**src/rtl/wave_capture_ctrl_if.sv**
```systemverilog
`default_nettype none
// +----------------------------------------------------------------------+
// | wave_capture_ctrl_if : capture-bank write port of the waveform RAM   |
// | Rev 1.0                                                              |
// +----------------------------------------------------------------------+
interface wave_capture_ctrl_if;
  logic       wr_en;
  logic [9:0] wr_addr;
  logic [7:0] wr_data;
  logic       wr_bank;
  logic       disp_bank;

  modport master (output wr_en, wr_addr, wr_data, wr_bank, disp_bank);
  modport slave  (input  wr_en, wr_addr, wr_data, wr_bank, disp_bank);
endinterface
`default_nettype wire

```
**src/rtl/wave_capture_ctrl.sv**
```systemverilog
`default_nettype none
// +----------------------------------------------------------------------+
// | wave_capture_ctrl : triggered, double-buffered waveform record ctrl  |
// | Rev 1.0                                                              |
// +----------------------------------------------------------------------+
module wave_capture_ctrl #(
  parameter int DEPTH   = 800,
  parameter int TIMEOUT = 2000000
) (
  input  logic                clk,
  input  logic                rst,
  input  logic [1:0]          key_out,
  input  logic [7:0]          wave,
  input  logic [7:0]          trig_level,
  input  logic [3:0]          decim,
  input  logic                auto_en,
  input  logic                frame_start,
  wave_capture_ctrl_if.master wr,
  output logic                running,
  output logic                busy,
  output logic                forced
);
  localparam int              TO_W      = $clog2(TIMEOUT + 1);
  localparam logic [TO_W-1:0] TO_LAST   = TO_W'(TIMEOUT - 1);
  localparam logic [9:0]      LAST_ADDR = 10'(DEPTH - 1);

  typedef enum logic [1:0] {
    IDLE      = 2'd0,
    WAIT_TRIG = 2'd1,
    CAPTURE   = 2'd2,
    DONE      = 2'd3
  } state_t;

  state_t          state_q;
  logic            running_q, busy_q, forced_q;
  logic            wr_en_q, wr_bank_q, prev_vld_q;
  logic [9:0]      wr_addr_q, idx_q;
  logic [7:0]      wr_data_q, prev_q;
  logic [3:0]      decim_q, div_q;
  logic [TO_W-1:0] to_q;

  logic running_d, arm, strobe, crossing, timed_out;

  assign running_d = running_q ^ key_out[0];
  assign arm       = key_out[1] & ~key_out[0];
  assign strobe    = (div_q == decim_q);
  // prev is only meaningful once a strobe has been seen in this arming,
  // otherwise a stale value from the last record could fake a crossing
  assign crossing  = strobe && prev_vld_q && (prev_q < trig_level) && (wave >= trig_level);
  assign timed_out = auto_en && (to_q == TO_LAST);

  always_ff @(posedge clk or posedge rst) begin
    if (rst) begin
      state_q    <= IDLE;
      running_q  <= 1'b0;
      busy_q     <= 1'b0;
      forced_q   <= 1'b0;
      wr_en_q    <= 1'b0;
      wr_bank_q  <= 1'b0;
      wr_addr_q  <= '0;
      wr_data_q  <= '0;
      idx_q      <= '0;
      prev_q     <= '0;
      prev_vld_q <= 1'b0;
      decim_q    <= '0;
      div_q      <= '0;
      to_q       <= '0;
    end else begin
      running_q <= running_d;
      wr_en_q   <= 1'b0;

      if (state_q == WAIT_TRIG || state_q == CAPTURE) begin
        div_q <= strobe ? 4'd0 : div_q + 4'd1;
        if (strobe) begin
          prev_q     <= wave;
          prev_vld_q <= 1'b1;
        end
      end

      case (state_q)
        IDLE: begin
          if (running_d || arm) begin
            state_q    <= WAIT_TRIG;
            busy_q     <= 1'b1;
            div_q      <= '0;
            decim_q    <= decim;
            to_q       <= '0;
            prev_vld_q <= 1'b0;
          end
        end

        WAIT_TRIG: begin
          if (to_q != TO_LAST) to_q <= to_q + TO_W'(1);
          if (running_q && !running_d) begin
            state_q <= IDLE;
            busy_q  <= 1'b0;
          end else if (crossing || timed_out) begin
            state_q   <= (LAST_ADDR == 10'd0) ? DONE : CAPTURE;
            forced_q  <= ~crossing;
            wr_en_q   <= 1'b1;
            wr_addr_q <= '0;
            wr_data_q <= wave;
            idx_q     <= 10'd1;
          end
        end

        CAPTURE: begin
          if (strobe) begin
            wr_en_q   <= 1'b1;
            wr_addr_q <= idx_q;
            wr_data_q <= wave;
            idx_q     <= idx_q + 10'd1;
            if (idx_q == LAST_ADDR) state_q <= DONE;
          end
        end

        DONE: begin
          // swapping only at frame start keeps a displayed frame whole
          if (frame_start) begin
            wr_bank_q <= ~wr_bank_q;
            if (running_d) begin
              state_q    <= WAIT_TRIG;
              div_q      <= '0;
              decim_q    <= decim;
              to_q       <= '0;
              prev_vld_q <= 1'b0;
            end else begin
              state_q <= IDLE;
              busy_q  <= 1'b0;
            end
          end
        end

        default: state_q <= IDLE;
      endcase
    end
  end

  assign wr.wr_en     = wr_en_q;
  assign wr.wr_addr   = wr_addr_q;
  assign wr.wr_data   = wr_data_q;
  assign wr.wr_bank   = wr_bank_q;
  assign wr.disp_bank = ~wr_bank_q;
  assign running      = running_q;
  assign busy         = busy_q;
  assign forced       = forced_q;
endmodule
`default_nettype wire

```
**src/flat_wrapper.sv**
```systemverilog
// flat-port wrapper written by rule: the top's interface ports become plain ports
module wave_capture_ctrl_flat 
#(
  parameter int DEPTH   = 800,
  parameter int TIMEOUT = 2000000
)
  (clk, rst, key_out, wave, trig_level, decim, auto_en, frame_start, running, busy, forced, wr_wr_en, wr_wr_addr, wr_wr_data, wr_wr_bank, wr_disp_bank);
  wave_capture_ctrl_if wr_i ();
  input  logic clk;
  input  logic rst;
  input  logic [1:0] key_out;
  input  logic [7:0] wave;
  input  logic [7:0] trig_level;
  input  logic [3:0] decim;
  input  logic auto_en;
  input  logic frame_start;
  output logic running;
  output logic busy;
  output logic forced;
  output wire logic [$bits(wr_i.wr_en)-1:0] wr_wr_en;
  output wire logic [$bits(wr_i.wr_addr)-1:0] wr_wr_addr;
  output wire logic [$bits(wr_i.wr_data)-1:0] wr_wr_data;
  output wire logic [$bits(wr_i.wr_bank)-1:0] wr_wr_bank;
  output wire logic [$bits(wr_i.disp_bank)-1:0] wr_disp_bank;
  assign wr_wr_en = wr_i.wr_en;
  assign wr_wr_addr = wr_i.wr_addr;
  assign wr_wr_data = wr_i.wr_data;
  assign wr_wr_bank = wr_i.wr_bank;
  assign wr_disp_bank = wr_i.disp_bank;
  wave_capture_ctrl #(.DEPTH(DEPTH), .TIMEOUT(TIMEOUT)) u_core (.clk(clk), .rst(rst), .key_out(key_out), .wave(wave), .trig_level(trig_level), .decim(decim), .auto_en(auto_en), .frame_start(frame_start), .wr(wr_i), .running(running), .busy(busy), .forced(forced));
endmodule
```
**config.mk**
```make
export PLATFORM = sky130hd
export DESIGN_NAME = wave_capture_ctrl_flat
export DESIGN_NICKNAME = d
export VERILOG_FILES = /design/src/rtl/wave_capture_ctrl_if.sv /design/src/rtl/wave_capture_ctrl.sv /design/src/flat_wrapper.sv
export SDC_FILE = /design/constraint.sdc
export NUM_CORES = 1
export LEC_CHECK = 0
export CAP_MARGIN = 20
export CELL_PAD_IN_SITES_DETAIL_PLACEMENT = 2
export CELL_PAD_IN_SITES_GLOBAL_PLACEMENT = 2
export CORE_UTILIZATION = 37
export CTS_BUF_LIST = sky130_fd_sc_hd__clkbuf_8
export CTS_CLUSTER_DIAMETER = 50
export DETAILED_ROUTE_END_ITERATION = 8
export GPL_TIMING_DRIVEN = 0
export HOLD_SLACK_MARGIN = 0.05
export PLACE_DENSITY_LB_ADDON = 0.1
export SLEW_MARGIN = 20
export SYNTH_ARGS = -nofsm -noshare
export SYNTH_HDL_FRONTEND = slang
export SYNTH_SLANG_ARGS = --single-unit
```
**constraint.sdc**
```tcl
create_clock -name clk -period 2.9 [get_ports clk]
set_input_delay 0.29 -clock clk [delete_from_list [all_inputs] [get_ports clk]]
set_output_delay 0.29 -clock clk [all_outputs]
set_load 0.01 [all_outputs]
```
==> impl_metrics.json <==
{
  "synth_area_leaders": "dfrtp_1 (46%), ha_1 (7.2%), mux2_2 (6.2%)",
  "r2r-end": "u_core.wr.wr_data[7]",
  "syn_avg_cell_area_um2": 10.1,
  "synth_nets": 447,
  "reg2reg_from": "u_core.to_q[12]",
  "cts_tree": "done",
  "layout-drive-gt1-share": 0.120,
  "reg2reg_slack_ns": 0.19,
  "ys_seq_area_frac": 0.456,
  "port_buffers": 49,
  "async_flop_share": 1.00,
  "crit_type": "primary input to flip-flop",
  "die_w_um": 106,
  "grt_max_degree": 39,
  "synthFlopType": "dfrtp_1",
  "routed_wl_um": 11000,
  "grt_use_total": 0.211,
  "hold_ws_ns": 0.313,
  "synth_most_common_cell": "dfrtp_1",
  "wire_per_inst_um": 18.2,
  "start_util": 0.385,
  "drc": 0,
  "area_growth_pct": 22.1,
  "synth_edf_count": 0,
  "setup-violations-final": 0,
  "overflow": 0,
  "grt_pass1_vias": 3614,
  "post-route-util": 0.470,
  "antenna_found_initial": 0,
  "core_area_um2": 10400,
  "gp_congestion": 0.762,
  "yosys_warnings": 0,
  "ioPinCount": 50,
  "n_antenna_cell": 0,
  "cap_violations": 0,
  "hold_viol_final": 0,
  "period_share": 0.935,
  "cp-end-kind": "flip-flop",
  "die_area_um2": 11200,
  "ys_types": 49,
  "ys_ff_latch": 73,
  "hp-class": "primary input to async pin",
  "cts_sinks": 73,
  "p_per_area_nw_per_um2": 633,
  "htreeDepth": 3,
  "die_h_um": 106,
  "syn_area_um2": 4010,
  "critical_path.max_fanout": 10,
  "cts_root_buffer": "clkbuf_8",
  "critPathArrivalTime_ns": 2.96,
  "hpwlAfterDp_um": 7960,
  "p_leak_nw": 2.13,
  "start_kind": "primary input",
  "first_iter_violations": 80,
  "synthCells": 398,
  "via_count": 3272,
  "worst_pin_slew_ns": 0.568,
  "fmax_ghz": 0.369,
  "synth_top_area_share": 0.456,
  "cts_buffers": 9,
  "yosysTopAreaCell": "dfrtp_1",
  "fill_cells": 1126,
  "ir_worst_vdd_v": 0.000352,
  "rsz0062_at_grt": "no",
  "path_clk_slew_ns": 0.08,
  "min_period_ns": 2.71,
  "rr_worst_depth": 8,
  "finClkSkew_ns": 0.00866,
  "num-nets-final": 511,
  "slew_violations": 0,
  "std_cell_rows": 37,
  "vias_per_cell": 5.44,
  "clk_latency_ns": 0.36,
  "grt_pass1_wl_um": 18500,
  "yosys-top-cells-count": "dfrtp_1 (73), nand2_1 (40), ha_1 (23), o21ai_0 (23)",
  "cp.required_ns": 3.15,
  "max_slew_margin": 0.618,
  "drtAntennaViolNets": 0,
  "first_pass_iters": 4,
  "status": "completed",
  "clockBufferDepth": 2
}
==> worst max-delay path by stage <==
| stage | to | slack, ns | cells past startpoint | startpoint |
|---|---|---|---|---|
| 5_1_grt | u_core.wr.wr_data[2] | 0.02 | 8 | u_core.to_q[12] |
| 2_1_floorplan | u_core.wr.wr_addr[4] | 0.50 | 10 | wave[0] |
| 4_1_cts | u_core.wr.wr_addr[1] | 0.006 | 11 | wave[0] |
| 3_5_place_dp | u_core.wr.wr_addr[1] | -0.63 | 11 | wave[0] |
| 6_report | u_core.wr.wr_data[7] | 0.19 | 10 | trig_level[6] |
| 3_3_place_gp | u_core.decim_q[1] | -0.69 | 2 | rst |
==> sequential cells by signal (all words and copies together), names as in the netlist, 4 cells and up, named ones only <==
register and count:
u_core.to_q 21, u_core.decim_q 4, u_core.wr.wr_data 8, u_core.div_q 4, u_core.wr.wr_addr 10, u_core.prev_q 8
u_core.idx_q 10
==> final cells by class <==
cell class              count  area (µm²)  share of cell area
plain buffers              15        75.1              0.0153
clock buffers              11         151              0.0309
clock inverters             3        11.3             0.00230
inverters                  19        73.8              0.0151
multi-input cells         290        2040               0.418
flip-flops and latches     73        1830               0.373
well taps                 136         170              0.0348
repair buffers             54         541               0.110
==> layout by cell type, fill, tap and decap left out, types with 2 or more instances in the layout <==
cell and instances:
o22ai_1 2, nor4_1 4, a21o_1 4, clkbuf_8 11
nor2_1 21, ha_1 23, nand2_1 40, mux2_2 22
or2_2 3, and3_1 7, dfrtp_1 73, and2_1 5
o41ai_1 2, o31ai_1 16, nand3_1 10, o21a_1 2
buf_6 2, nand4_1 14, a21oi_1 17, xnor2_1 4
nor2b_1 5, inv_1 21, or4_1 7, a221oi_1 2
o21ai_0 23, xor2_1 17, clkdlybuf4s50_1 49, clkbuf_1 8
o311a_1 2, clkbuf_2 2, mux2i_1 2, and4_1 2
buf_4 4, nor3_1 3, or3_1 8, nand2b_1 5
buf_1 2
==> repair_timing <==
| action | 4_1_cts | 5_1_grt |
|---|---|---|
| pin swaps | 1 | 1 |
| gates resized for setup | 1 | 7 |
| endpoints found under the setup margin | 10 | 27 |
| setup buffers | 1 | 3 |
| hold buffers | 0 | 0 |
==> where the power goes <==
part,internal [mW],total (mW),switching [mW]
combinational,0.523,0.991,0.468
clock,0.340,0.728,0.388
sequential,1.23,1.38,0.147
==> worst max-delay path, stage by stage <==
cell and delay [ns]:
clkdlybuf4s50_1 0.45, inv_1 0.05, ha_1 0.31, and3_1 0.18, nand2_1 0.07, o31ai_1 0.52
a211oi_4 0.15, buf_4 0.20, nor2_4 0.35, mux2_2 0.38
==> per-stage QoR <==
stage	setup TNS (ns)	instances	setup slack, ns	total power [mW]	cell area [µm²]
2_1_floorplan	0	398	0.503	1.95	4010
5_1_grt	0	601	0.0218	3.30	4890
6_report	0	601	0.188	3.10	4890
4_1_cts	0	599	0.00642	3.12	4860
3_3_place_gp	-58.31	583	-0.686	2.31	4670
3_5_place_dp	-9.98	584	-0.625	2.38	4690
==> layer usage <==
layer	wire length [µm]	global-route usage
met2	5510	0.362
met1	5090	0.271
met4	144	0.0685
met3	204	0.0349
met5	0	0
==> cell families (layout without fill, tap and decap cells) <==
family | after synthesis | in the layout | synth area share
XOR/XNOR | 21 | 21 | 0.0459
flip-flops | 73 | 73 | 0.456
AND/OR/NAND/NOR | 141 | 141 | 0.188
AO/OA/AOI/OAI | 81 | 81 | 0.135
multiplexers | 24 | 24 | 0.0668
buffers and inverters | 35 | 102 | 0.0369
adder cells (fa/ha/maj) | 23 | 23 | 0.0718
Power figures use the tool's default switching activity.
